<file path="src/rtl/sysctrl_pkg.sv">
// Shared definitions for the sysctrl byte-frame initiator: FSM states,
// target command codes and the constant boot frame table.
package sysctrl_pkg;

  typedef enum logic [2:0] {
    IDLE,
    BOOT,
    SEND_CMD,
    SEND_DATA,
    WAIT,
    DONE
  } state_t;

  localparam logic [7:0] CMD_STATUS  = 8'h00;
  localparam logic [7:0] CMD_LEDS    = 8'h01;
  localparam logic [7:0] CMD_COLOR   = 8'h02;
  localparam logic [7:0] CMD_BUTTONS = 8'h03;
  localparam logic [7:0] CMD_CONFIG  = 8'h04;
  localparam logic [7:0] CMD_INT     = 8'h05;
  localparam logic [7:0] CMD_INTSRC  = 8'h06;
  localparam logic [7:0] CMD_PORT_RD = 8'h07;
  localparam logic [7:0] CMD_PORT_WR = 8'h08;

  // One boot frame: command, payload length and up to two payload bytes
  // (byte k at data[8k+7:8k]).
  typedef struct packed {
    logic [7:0]  cmd;
    logic [3:0]  len;
    logic [15:0] data;
  } boot_frame_t;

  localparam int unsigned BOOT_FRAMES = 3;

  localparam boot_frame_t BOOT_TABLE [BOOT_FRAMES] = '{
    '{cmd: CMD_INT,    len: 4'd1, data: 16'h0001},  // interrupt ack
    '{cmd: CMD_CONFIG, len: 4'd2, data: 16'h0241},  // "A" <= 0x02
    '{cmd: CMD_CONFIG, len: 4'd2, data: 16'h0052}   // "R" <= 0x00
  };

endpackage

</file>
<file path="src/rtl/sysctrl_strobe_pacer.sv">
// Inter-strobe gap counter. Loaded on every strobe; flags the last idle
// cycle before the next strobe, and a capture pulse in that same cycle when
// the strobe that loaded it carried a payload byte.
module sysctrl_strobe_pacer #(
  parameter int unsigned GAP = 4
) (
  input  logic clk,
  input  logic reset,
  input  logic load,
  input  logic load_payload,
  output logic next_strobe,
  output logic capture
);

  localparam int unsigned CW = $clog2(GAP + 1);

  logic [CW-1:0] cnt;
  logic          payload_q;

  // Gap countdown, restarted by each strobe.
  always_ff @(posedge clk) begin
    if (reset) begin
      cnt       <= '0;
      payload_q <= 1'b0;
    end else if (load) begin
      cnt       <= CW'(GAP);
      payload_q <= load_payload;
    end else if (cnt != '0) begin
      cnt <= cnt - CW'(1);
    end
  end

  assign next_strobe = (cnt == CW'(1));
  assign capture     = next_strobe && payload_q;

endmodule

</file>
<file path="src/rtl/sysctrl_initiator.sv">
// FPGA-side initiator for the MCU byte-frame protocol: sends a command byte
// with start, then the payload bytes, capturing the target response after
// each payload strobe.
// Optional: define SYSCTRL_INIT_BOOTROM_EN to play the package boot frame
// table after reset before accepting requests.
module sysctrl_initiator
  import sysctrl_pkg::*;
#(
  parameter int unsigned MAX_LEN = 8,
  parameter int unsigned GAP     = 4
) (
  input  logic                 clk,
  input  logic                 reset,
  input  logic                 req_valid,
  output logic                 req_ready,
  input  logic [7:0]           req_cmd,
  input  logic [3:0]           req_len,
  input  logic [8*MAX_LEN-1:0] req_wdata,
  output logic                 rsp_valid,
  output logic [8*MAX_LEN-1:0] rsp_rdata,
  output logic                 busy,
  output logic                 data_in_strobe,
  output logic                 data_in_start,
  output logic [7:0]           data_in,
  input  logic [7:0]           data_out
);

  state_t               state, state_nx;
  logic [7:0]           cmd_q;
  logic [3:0]           len_q;
  logic [3:0]           idx;
  logic [8*MAX_LEN-1:0] wbuf;
  logic [8*MAX_LEN-1:0] rbuf;
  logic [7:0]           din_q;
  logic [7:0]           wbyte;
  logic                 accept;
  logic                 next_strobe;
  logic                 capture;
  logic                 boot_mode;

`ifdef SYSCTRL_INIT_BOOTROM_EN
  localparam state_t RESET_STATE = BOOT;
  logic [1:0] boot_idx;
`else
  localparam state_t RESET_STATE = IDLE;
`endif

  function automatic logic [3:0] clamp_len(input logic [3:0] l);
    return (l > 4'(MAX_LEN)) ? 4'(MAX_LEN) : l;
  endfunction

  assign req_ready = (state == IDLE) && !reset;
  assign accept    = req_valid && req_ready;
  assign busy      = (state != IDLE);
  assign rsp_valid = (state == DONE) && !boot_mode;
  assign rsp_rdata = rbuf;

  sysctrl_strobe_pacer #(.GAP(GAP)) u_pacer (
    .clk          (clk),
    .reset        (reset),
    .load         (data_in_strobe),
    .load_payload (state == SEND_DATA),
    .next_strobe  (next_strobe),
    .capture      (capture)
  );

  // Next-state and strobe outputs; data_in falls back to the held byte.
  always_comb begin
    state_nx       = state;
    data_in_strobe = 1'b0;
    data_in_start  = 1'b0;
    data_in        = din_q;
    wbyte          = '0;
    for (int unsigned k = 0; k < MAX_LEN; k++) begin
      if (idx == 4'(k)) wbyte = wbuf[8*k +: 8];
    end
    case (state)
      IDLE:      if (accept) state_nx = SEND_CMD;
      BOOT:      state_nx = SEND_CMD;
      SEND_CMD: begin
        data_in_strobe = 1'b1;
        data_in_start  = 1'b1;
        data_in        = cmd_q;
        state_nx       = WAIT;
      end
      SEND_DATA: begin
        data_in_strobe = 1'b1;
        data_in        = wbyte;
        state_nx       = WAIT;
      end
      WAIT:      if (next_strobe) state_nx = (idx == len_q) ? DONE : SEND_DATA;
      DONE: begin
        state_nx = IDLE;
`ifdef SYSCTRL_INIT_BOOTROM_EN
        if (boot_mode && (boot_idx != 2'(BOOT_FRAMES))) state_nx = BOOT;
`endif
      end
      default:   state_nx = IDLE;
    endcase
  end

  // State register, request latching, payload index and response capture.
  always_ff @(posedge clk) begin
    if (reset) begin
      state <= RESET_STATE;
      cmd_q <= '0;
      len_q <= '0;
      idx   <= '0;
      wbuf  <= '0;
      rbuf  <= '0;
      din_q <= '0;
    end else begin
      state <= state_nx;
      din_q <= data_in;
      if (accept) begin
        cmd_q <= req_cmd;
        len_q <= clamp_len(req_len);
        wbuf  <= req_wdata;
      end
      if (state == SEND_CMD)  idx <= '0;
      if (state == SEND_DATA) idx <= idx + 4'd1;
      // idx has already advanced past the byte whose response is captured.
      if (capture) begin
        for (int unsigned k = 0; k < MAX_LEN; k++) begin
          if (idx == 4'(k + 1)) rbuf[8*k +: 8] <= data_out;
        end
      end
`ifdef SYSCTRL_INIT_BOOTROM_EN
      if (state == BOOT) begin
        cmd_q <= BOOT_TABLE[boot_idx].cmd;
        len_q <= clamp_len(BOOT_TABLE[boot_idx].len);
        wbuf  <= (8*MAX_LEN)'(BOOT_TABLE[boot_idx].data);
      end
`endif
    end
  end

`ifdef SYSCTRL_INIT_BOOTROM_EN
  // Boot table sequencing; responses stay suppressed until IDLE is reached.
  always_ff @(posedge clk) begin
    if (reset) begin
      boot_idx  <= '0;
      boot_mode <= 1'b1;
    end else begin
      if (state == BOOT)     boot_idx  <= boot_idx + 2'd1;
      if (state_nx == IDLE)  boot_mode <= 1'b0;
    end
  end
`else
  assign boot_mode = 1'b0;
`endif

endmodule

</file>
<file path="config.mk">
export PLATFORM = sky130hd
export DESIGN_NAME = sysctrl_initiator
export DESIGN_NICKNAME = d
export VERILOG_FILES = /design/src/rtl/sysctrl_pkg.sv /design/src/rtl/sysctrl_strobe_pacer.sv /design/src/rtl/sysctrl_initiator.sv
export SDC_FILE = /design/constraint.sdc
export NUM_CORES = 1
export LEC_CHECK = 0
export CORE_MARGIN = 3
export CORE_UTILIZATION = 44
export DETAILED_ROUTE_END_ITERATION = 16
export PLACE_DENSITY = 0.85
export SYNTH_ARGS = -nofsm -noshare
export SYNTH_HDL_FRONTEND = slang
export SYNTH_HIERARCHICAL = 1
export SYNTH_SLANG_ARGS = --single-unit
</file>
<file path="constraint.sdc">
create_clock -name clk -period 1.8 [get_ports clk]
set_input_delay 0.27 -clock clk [delete_from_list [all_inputs] [get_ports clk]]
set_output_delay 0.27 -clock clk [all_outputs]
set_load 0.1 [all_outputs]
</file>
**After elaboration in Yosys (flattened, before gate mapping)**

Index checks and enable logic that the tools add are counted.

- Mux-type cells: 20
- Add/sub/neg operators: 2
- Multiply operators: 0
- Order comparisons: 1
- Eq/ne operators: 17
- Shift-type cells: 0
- Bitwise operators: 0
- Reduce and logical (&&, ||, !) cells: 21
- Div/mod/pow operators: 0

Operator list:

| cell | count |
|---|---|
| 8-bit two-way mux | 8 |
| 2-bit AND reduction | 9 |
| 4-bit by 3-bit equality test with 1-bit output (second input constant) | 4 |
| 8-bit case mux with 2 select lines | 1 |
| 3-bit two-way mux | 5 |
| 4-bit two-way mux | 3 |
| 3-bit case mux with 4 select lines | 1 |
| 4-bit by 2-bit equality test with 1-bit output (second input constant) | 2 |
| 3-bit by 1-bit equality test with 1-bit output (second input constant) | 2 |
| 3-bit by 2-bit equality test with 1-bit output (second input constant) | 2 |
| 3-bit equality test (second input constant) | 2 |
| 3-bit nonzero test | 2 |
| 4-bit by 1-bit adder with 4-bit output (second input constant) | 1 |
| 4-bit by 1-bit equality test with 1-bit output (second input constant) | 1 |
| 4-bit equality test | 1 |
| 4-bit equality test (second input constant) | 1 |
| 4-bit greater-than comparator (second input constant) | 1 |
| 4-bit logical NOT | 1 |
| 2-bit nonzero test | 2 |
| 2-bit OR reduction | 2 |
| 1-bit logical AND | 3 |
| 3-bit logical NOT | 1 |
| 3-bit by 1-bit subtractor with 3-bit output (second input constant) | 1 |
| 1-bit two-way mux | 2 |
| 3 further kinds | 3 |

- Memory bits (read-only): 0
- Logic and storage cells: 78
- Output and inout bits: 77
- Latch bits: 0
- RAM bits: 0
- Input bits: 87
- Register bits: 159
- Memories kept: 0

**Logic depth before layout (Yosys ltp)**

Gate-level depths: netlist (run 1).

- Depth in word-level cells: 10
- Mapped depth: 10
- Depth with buffers taken out: 8

**Hierarchy**

The synthesis (run 1) kept the hierarchy.

By module, submodules not included:

| module | instances | area each (µm²) | sequential area each (µm²) | cells an instance |
|---|---|---|---|---|
| sysctrl_initiator | 1 | 6,318.6 | 3,103.0 | 802 |
| sysctrl_strobe_pacer | 1 | 220.2 | 80.1 | 22 |

**Least setup slack after synthesis (run 1)**

OpenSTA, ideal clock, no wires.

- Path type: reg-to-output
- From: register idx[0]
- To: output port data_in[2]
- Cell stages (with the launch flop): 9
- Slack: -1.313 ns
- Required time: 1.530 ns
- Arrival: 2.843 ns
- Buffers on the path: 2
- Cell sequence: dfxtp_1 inv_1 ha_1 nand2b_1 buf_4 buf_6 o22ai_1 o32a_2 o21ai_1

- Word-level cells in the longest chain between the ends: 10
- Elaborated cells between the ends (all ways): 17
- Classes of those cells: eq/ne: 7; mux: 9; reduce/logical: 1

RTL lines:

| element | RTL line | source |
|---|---|---|
| start: declaration | sysctrl_initiator.sv:31 | `logic [3:0] idx;` |
| start signal: assignment | sysctrl_initiator.sv:121 | `if (state == SEND_DATA) idx <= idx + 4'd1;` |
| 4-bit logical NOT | sysctrl_initiator.sv:75 | `if (idx == 4'(k)) wbyte = wbuf[8*k +: 8];` |
| 8-bit two-way mux (7 in a row) | sysctrl_initiator.sv:75 |  |
| 8-bit two-way mux * | sysctrl_initiator.sv:75 |  |
| 8-bit case mux with 2 select lines * | sysctrl_initiator.sv:77 | `case (state)` |
| end: declaration | sysctrl_initiator.sv:24 | `output logic [7:0] data_in,` |

Every way passes the cells marked *; elsewhere a longest branch is shown, timed or not.

**Worst setup path in the final report (run 1)**

- From: register idx[0]
- To: output port data_in[1]

The elaborated chain is that of the path after synthesis.

==> results by stage, run 1 <==
Run status:
- The flow ran to the end, but the final reports show violations.
- The checks that failed: negative setup slack.

Global route:
- The number of global-route vias before repair is between 5000 and 6000.
- The initial antenna violation count is 1.
- The first global-routing pass estimated 29900 microns of wire.
- Entering global routing, the biggest net connects 86 pins.
- Across every metal layer, demand over resource in global routing totals a little under a quarter.
- After global routing the overflow that remains totals 0.

Drt:
- For this block, the routed nets add up to 19600 microns of wire.
- Dividing the detail-routed via count by the number of cells gives 5.49.
- In the final routed layout, each cell accounts on average for 16.7 microns.
- The via count of the routed design is 6438.
- The remaining routing DRC violations is 0.
- The first TritonRoute pass finished after 6 iterations.
- The first routing iteration left between 600 and 700 violations.
- In this run the remaining antenna-violating nets after routing total 0.

Logic synthesis:
- The synthesized netlist contains 46 unique library cells.
- The net count after synthesis is 918.
- The count of warnings emitted by yosys is 6.
- Of the post-synthesis cell area, the dominant cell type holds around 50%.
- The average cell area after synthesis is 7.94 sq um.
- For this run, the leading register cell type out of synthesis is sky130_fd_sc_hd__dfxtp_1.
- The synthesized design spends more area on one cell type than any other, namely sky130_fd_sc_hd__dfxtp_1.
- The mapped netlist covers 6540 sq um.
- After synthesis, flip-flops and latches occupy 48.7% of the total area.
- The flop and latch count out of synthesis is 159.
- The number of standard cells after synthesis is just over 800.
- The number of synthesized flops with an enable pin is 0.
- The fraction of registers with async set/reset is 0%.
- Sorting the synthesized cells by area gives the leading types as sky130_fd_sc_hd__dfxtp_1 49%, sky130_fd_sc_hd__nand2_1 16%, sky130_fd_sc_hd__a21oi_1 6.0%.

Floorplanning:
- The x dimension of the die is 128 microns.
- The height of the die is ~130 microns.
- The area inside the core boundary is 14200 sq um.
- Once the floorplan was initialized, standard cells occupied a little under half of the core.
- The die covers about 16000 sq um.
- The number of cell rows is 43.
- The number of top-level pins is 164.

Clock network:
- In this run the clock root is driven by a sky130_fd_sc_hd__clkbuf_16.
- TritonCTS built the clock tree.
- After clock tree synthesis, the clock-pin slew on the worst setup and hold paths is around 0.06 ns.
- The clock insertion delay at the later pin of the skew report is about 0.42 ns.
- The TritonCTS sink count is about 160.
- The H-tree was split into 4 levels.
- No sink is reached through more buffers than the 2 on the longest clock path.
- Hold repair after CTS inserted 0 buffers.
- The number of buffers created by CTS is 17.

Final layout:
- The final-stage net count is 1076.
- The number of standard cells in the final layout excluding fillers is 1173.
- The signed area change from the synthesized netlist to the final layout is 44.8%.
- For this run, the share of the core covered by cells in the final layout is ~67%.
- The repair_antennas step left the layout with diodes totalling 0.
- In the final layout, the share of cells above drive strength 1 is 22.3%.

Pwr:
- IR analysis of the VDD net gives a maximum drop of 757 uV.
- The completed layout was analyzed and its total power is 8.86 mW.
- The static leakage is 3.82 nW.
- For this design the total switching power over the nets is 2.31 mW.
- For this design the ratio of total power to cell area is 935 nW/um^2.
- Sequential cells account for 44.3% of the total power.
- The internal power contribution is about 6.5 mW.
- The switching part of the total power is 26.1%.
- The portion of total power attributed to combinational logic is 16.6%.
- The clock network burns 39.1% of the power.

Setup path:
- The register-to-register setup slack is -0.09 ns.
- The critical path class is reg2out.
- The worst reg2reg path endpoint is din_q[7].
- The worst setup path is launched from a flop.
- In this run the critical register-to-register path is launched from idx[0].
- The worst path required time is 1.53 ns.
- Counting cells, the worst reg-to-reg path comes to 8.
- The largest fanout on the critical path is 6.
- Data on the critical path arrives at its endpoint at 2.25 ns.
- In this run the worst setup path begins at idx[0].
- The critical path capture point type is an output port.

Place:
- Prior to clock tree synthesis, the placed netlist has a worst setup slack of -0.276 ns.
- The total of buffers placed on input and output ports is between 150 and 200.
- The number of cells after detailed placement is 1131.
- The half-perimeter wire length of the detailed placement result is 13100 microns.
- The final RePlAce weighted congestion is 0.848.

Timing:
- The number of setup violations in the final report is 10.
- After layout, the minimum clock period comes to 2.52 ns.
- For the pin with the worst max-slew slack, the measured transition is 0.912 ns.
- The share of the clock period used by the worst path is 140%.
- The count of final hold-check violations was 0.
- The clock arrives with about 0.0068 ns of skew.
- Setup repair after global routing could not meet its margin everywhere.
- The top achievable clock speed is 398 MHz.
- Setup slack on the critical path of the routed design comes to -0.715 ns.
- The count of pins over their slew limit came to 0.
- The worst pin sits at a relative slew slack of about two fifths.

Job:
- The total of max-cap violations is 0.

Hold path:
- The path with the worst hold slack has its endpoint at len_q[1].
- The worst hold path begins at reset.
- The worst hold path was traced through 4 stages.
- The class of the most critical hold timing path is in2reg.
metal layers:
layer	GRT usage, %	wire length [microns]	up-vias
met5	0	13	-
met4	10.5	667	2
met3	6.92	1670	59
met2	37.0	9420	319
met1	28.2	7860	2960
li1	-	-	3098
cells in the mapped netlist (all sizes together), types with 5 or more instances:
cell,number
inv,7
a21oi,79
nand3,73
o21ai,28
nor2,8
o22ai,16
and2,9
clkbuf,16
o32a,8
ha,7
o211ai,8
nand2,287
a221oi,16
nand3b,7
nor3b,10
dfxtp,159
buf,54
xnor2,5
flip-flops by register name, indices dropped and copies added (netlist names):
signal and flops:
cmd_q 8, din_q 8, idx 4, len_q 4, rsp_rdata 64, state 3
u_pacer/cnt 3, u_pacer/payload_q 1, wbuf 64
stage by stage:
step | area (sq um) | setup TNS, ns | hold WS [ns]
after CTS | 9320 | -5.23 | 0.328
after detailed placement | 8550 | -2.00 | 0.443
after global placement | 8550 | -1.84 | 0.436
final | 9470 | -5.58 | 0.361
after floorplan | 6740 | -34.14 | 0.342
after global routing | 9470 | -7.46 | 0.355
logic make-up (layout without fill, tap and decap cells):
family,after synthesis,after routing,synth area share [%]
buf+inv,78,247,6.35
flops,159,159,48.7
fa+ha+maj,7,7,1.34
compound gates,159,159,14.9
simple gates,415,415,27.9
xor+xnor,5,5,0.670
mux,1,1,0.153
what timing repair did:
item | CTS | global route
endpoints found under the setup margin | 12 | 70
setup buffers | 7 | 3
pin swaps | 12 | 13
resized for setup | 26 | 33
cloned | 2 | 1
final cells by class:
type | count | area, sq um
Clock buffer | 24 | 482
Clock inverter | 6 | 83.8
Timing Repair Buffer | 209 | 2190
Sequential cell | 159 | 3190
Fill cell | 1133 | 4740
Multi-Input combinational cell | 587 | 3260
Inverter | 8 | 40.0
Tap cell | 180 | 225
worst max path at each step:
stage                 endpoint  slack [ns]  cells past startpoint
floorplan             cmd_q[0]       -0.44                      6
global placement    data_in[5]       -0.25                      8
detailed placement  data_in[5]       -0.28                      8
CTS                 data_in[5]       -0.67                      8
global route        data_in[1]       -0.77                      8
finish              data_in[1]       -0.72                      8
cell usage in the layout (no fill, tap or decap), drive strengths merged, types with 3 or more instances in the layout:
| cell type | n |
|---|---|
| nand3b | 7 |
| nand2 | 287 |
| o21ai | 28 |
| o211ai | 8 |
| o22ai | 16 |
| ha | 7 |
| nor2b | 4 |
| xnor2 | 5 |
| clkbuf | 25 |
| dfxtp | 159 |
| a221oi | 16 |
| clkdlybuf4s50 | 85 |
| a21oi | 79 |
| o32a | 8 |
| inv | 6 |
| nor2 | 8 |
| nand2b | 3 |
| nand3 | 73 |
| buf | 123 |
| nor3b | 10 |
| nor3 | 3 |
| clkinv | 5 |
| and2 | 9 |
worst max-delay path, cell delays in order (launching register included):
cell	delay [ns]
sky130_fd_sc_hd__dfxtp_4	0.41
sky130_fd_sc_hd__inv_4	0.07
sky130_fd_sc_hd__ha_4	0.18
sky130_fd_sc_hd__or2_4	0.27
sky130_fd_sc_hd__buf_6	0.15
sky130_fd_sc_hd__a221oi_2	0.18
sky130_fd_sc_hd__o32a_1	0.29
sky130_fd_sc_hd__o21ai_4	0.10
sky130_fd_sc_hd__buf_12	0.18
power groups by stage:
stage               clock (mW)  combinational [mW]  sequential (mW)
floorplan                    0               0.915             3.91
global placement             0                1.39             3.97
detailed placement           0                1.42             3.97
CTS                       3.51                1.46             3.90
global route              3.67                1.58             3.93
finish                    3.47                1.47             3.92
Power figures use the tool's default switching activity.
==> run 2, diff against run 1 <==
--- a/config.mk
+++ b/config.mk
@@ -6,9 +6,12 @@
 export NUM_CORES = 1
 export LEC_CHECK = 0
 export CORE_MARGIN = 3
-export CORE_UTILIZATION = 44
+export CORE_UTILIZATION = 48
 export DETAILED_ROUTE_END_ITERATION = 16
-export PLACE_DENSITY = 0.85
+export DONT_BUFFER_PORTS = 1
+export GPL_ROUTABILITY_DRIVEN = 0
+export PLACE_DENSITY = 0.74
+export SKIP_CTS_REPAIR_TIMING = 1
 export SYNTH_ARGS = -nofsm -noshare
 export SYNTH_HDL_FRONTEND = slang
 export SYNTH_HIERARCHICAL = 1
==> run 2 against run 1 <==
Effect of this change: the run ends with negative hold slack, negative setup slack left; global-route usage grew 1.0 points; register-to-register slack gained 0.04 ns; count of clock-buffer cells in the layout shrank 6; critical path depth is the same; largest power group unchanged; final cell count shrank 1.8%; final area shrank 3.0%; clock skew grew 0.0022 ns; die area shrank 8.0%; core utilization grew 2.4 points; largest cell class unchanged.
==> results by stage, run 2 (synthesis gave the netlist of run 1 again) <==
Final layout:
- The area of all placed cells without fillers is 9190 sq um (-3.0%).
- The area growth from synthesis to layout is 40.5%.
- The number of standard cells in the final layout excluding fillers is 1152 (-1.8%).
- The library cells used most frequently in the layout, excluding fill and tap cells, are 280 x sky130_fd_sc_hd__nand2_1, 154 x sky130_fd_sc_hd__dfxtp_1, 88 x sky130_fd_sc_hd__buf_4.
- The layout cell share with drive strength beyond 1 was 21.7% (-0.53 points).
- The total inserted antenna cells is 0 (unchanged).
- The library cell used most frequently in the layout, excluding fill and tap cells, is sky130_fd_sc_hd__nand2_1.
- The final-stage net count came to 1057 (-1.8%).

Drt:
- The remaining routing DRC violations is 0 (unchanged).
- The DRC violation total after the first TritonRoute iteration is 621 (+0.49%).
- The routed length per placed instance was 17.3 microns (+3.5%).
- The via count of the routed design is 6406 (-0.50%).
- The detailed-routing iteration count for the pre-antenna-repair pass is 5 (-1).
- The routed wire length came to 20000 microns (+1.7%).
- The via density per instance was 5.56 (+1.3%).
- The final antenna-violating net count is 0 (unchanged).

Clock network:
- The TritonCTS sink count was 159 (unchanged).
- The clock insertion delay at the later pin of the skew report is 0.43 ns (about the same).
- The largest buffer count on any clock path is 2 (unchanged).
- In this run the clock root is driven by a sky130_fd_sc_hd__clkbuf_16.
- The clock-pin slew on the worst setup and hold paths was 0.06 ns (about the same).
- The clock tree from TritonCTS is built.
- The number of buffers created by CTS is 17 (unchanged).
- The number of levels in the clock H-tree is 4 (unchanged).

Hold path:
- The class of the most critical hold timing path is in2reg.

Place:
- The cell area after placement came to 7590 sq um (-11%).
- The total of buffers placed on input and output ports is 0 (-100%).
- The half-perimeter wire length of the detailed placement result is 12400 microns (-4.9%).
- The number of cells after detailed placement is 1038 (-8.2%).
- The pre-CTS setup slack was -0.303 ns (-0.0270 ns).

Global route:
- The aggregate global-route resource usage came to 24.0% (+1.0 points).
- The initial antenna violation count is 0 (-1).
- The remaining global-route overflow was 0 (unchanged).
- The maximum number of pins on one net before global-route repair is 88 (+2.3%).
- The wire length of the first global-routing pass is 28200 microns (-5.6%).
- The number of global-route vias before repair came to 5456 (-9.0%).

Timing:
- The share of the clock period used by the worst path is 141% (+1.0 points).
- The number of setup violations in the final report is 10 (unchanged).
- Setup repair after global routing could not meet its margin everywhere.
- The count of pins over their slew limit is 0 (unchanged).
- The worst slew margin relative to its limit is 71.0% (+32 points).
- The clock tree skew after final layout was 0.00892 ns (+0.00215 ns).
- The worst setup slack after layout came to -0.734 ns (-0.0183 ns).
- The slew at the pin with the worst max-slew slack is 0.430 ns (-0.482 ns).
- The worst hold margin was -0.0903 ns (-0.451 ns).
- The top achievable clock speed is 395 MHz (-0.72%).
- The count of final hold-check violations is 84 (+84).
- The post-layout minimum cycle time is 2.53 ns (+0.0183 ns).

Run status:
- The checks that failed: negative hold slack, negative setup slack.
- The run finished, with violations left.

Floorplanning:
- The area inside the core boundary was 13300 sq um (-6.4%).
- The number of top-level pins is 164 (unchanged).
- The number of cell rows is 42 (-2.3%).
- The total die area is 15100 sq um (-8.0%).
- The height of the die is 123 microns (-4.1%).
- The x dimension of the die was 123 microns (-4.1%).
- The effective utilization at floorplan is 49.2% (+3.1 points).

Setup path:
- The worst path arrival time is 2.26 ns (about the same).
- The critical path capture point type is an output port.
- The largest fanout on the critical path is 16 (+10).
- The critical path class is reg2out.
- The critical path launch point type is a flop.
- The worst path required time is 1.53 ns (about the same).

Pwr:
- The highest ir drop seen on vdd is 790 uV (+4.5%).
- The areal power density over the cells came to 972 nW/um^2 (+3.9%).
- The overall power consumption is 8.93 mW (+0.83%).
- The static leakage came to 3.75 nW (-1.7%).

Job:
- The total of max-cap violations came to 0 (unchanged).
## run 2: cell count changes in the layout (fill, tap and decap cells not counted), sizes merged
cell           before  now
clkbuf             25   18
clkinv              5    6
clkdlybuf4s50      85    0
buf               123  117
dlygate4sd3         0   73
clkinvlp            1    3
inv                 6   11
## run 2: layout make-up
| class | count | area [sq um] |
|---|---|---|
| fillers | 995 | 4110 |
| multi-input cells | 587 | 3220 |
| flip-flops and latches | 159 | 3200 |
| repair buffers | 190 | 1920 |
| clock buffers | 18 | 439 |
| well taps | 176 | 220 |
| clock inverters | 14 | 158 |
| inverters | 8 | 38.8 |
## run 2: path summary, 6_finish.rpt
kind         startpoint    endpoint  slack [ns]  cells after the start
max              idx[0]  data_in[5]       -0.73                      8
min               reset    len_q[0]       -0.09                      1
max reg2reg      idx[0]    din_q[0]       -0.05                      8
min reg2reg    cmd_q[5]    cmd_q[5]        0.45                      2
## run 2: power by group
group          switching (mW)  internal, mW
Combinational           0.761         0.618
Clock                    1.53          2.11
Sequential              0.173          3.74
Total                    2.47          6.46
## run 2: worst max-delay path: stages, from the launching register on
cell                       delay [ns]
sky130_fd_sc_hd__dfxtp_4         0.40
sky130_fd_sc_hd__inv_4           0.06
sky130_fd_sc_hd__ha_4            0.17
sky130_fd_sc_hd__or2_4           0.24
sky130_fd_sc_hd__buf_12          0.15
sky130_fd_sc_hd__a221oi_4        0.19
sky130_fd_sc_hd__o32a_1          0.32
sky130_fd_sc_hd__o21ai_4         0.11
sky130_fd_sc_hd__buf_12          0.18
## run 2: metal layers
| metal | track usage [%] | wire (microns) | vias up |
|---|---|---|---|
| li1 | - | - | 3060 |
| met1 | 30.4 | 7870 | 2990 |
| met2 | 38.4 | 9860 | 308 |
| met3 | 5.81 | 1590 | 48 |
| met4 | 11.0 | 631 | 0 |
| met5 | 0 | 0 | - |
## run 2: metrics by stage
stage / util, % / setup TNS [ns]
2_1_floorplan: - / -34.14
3_3_place_gp: 57.1 / -1.76
3_5_place_dp: 57.1 / -2.04
4_1_cts: 61.6 / -6.18
5_1_grt: 69.1 / -6.22
6_report: 69.1 / -5.53
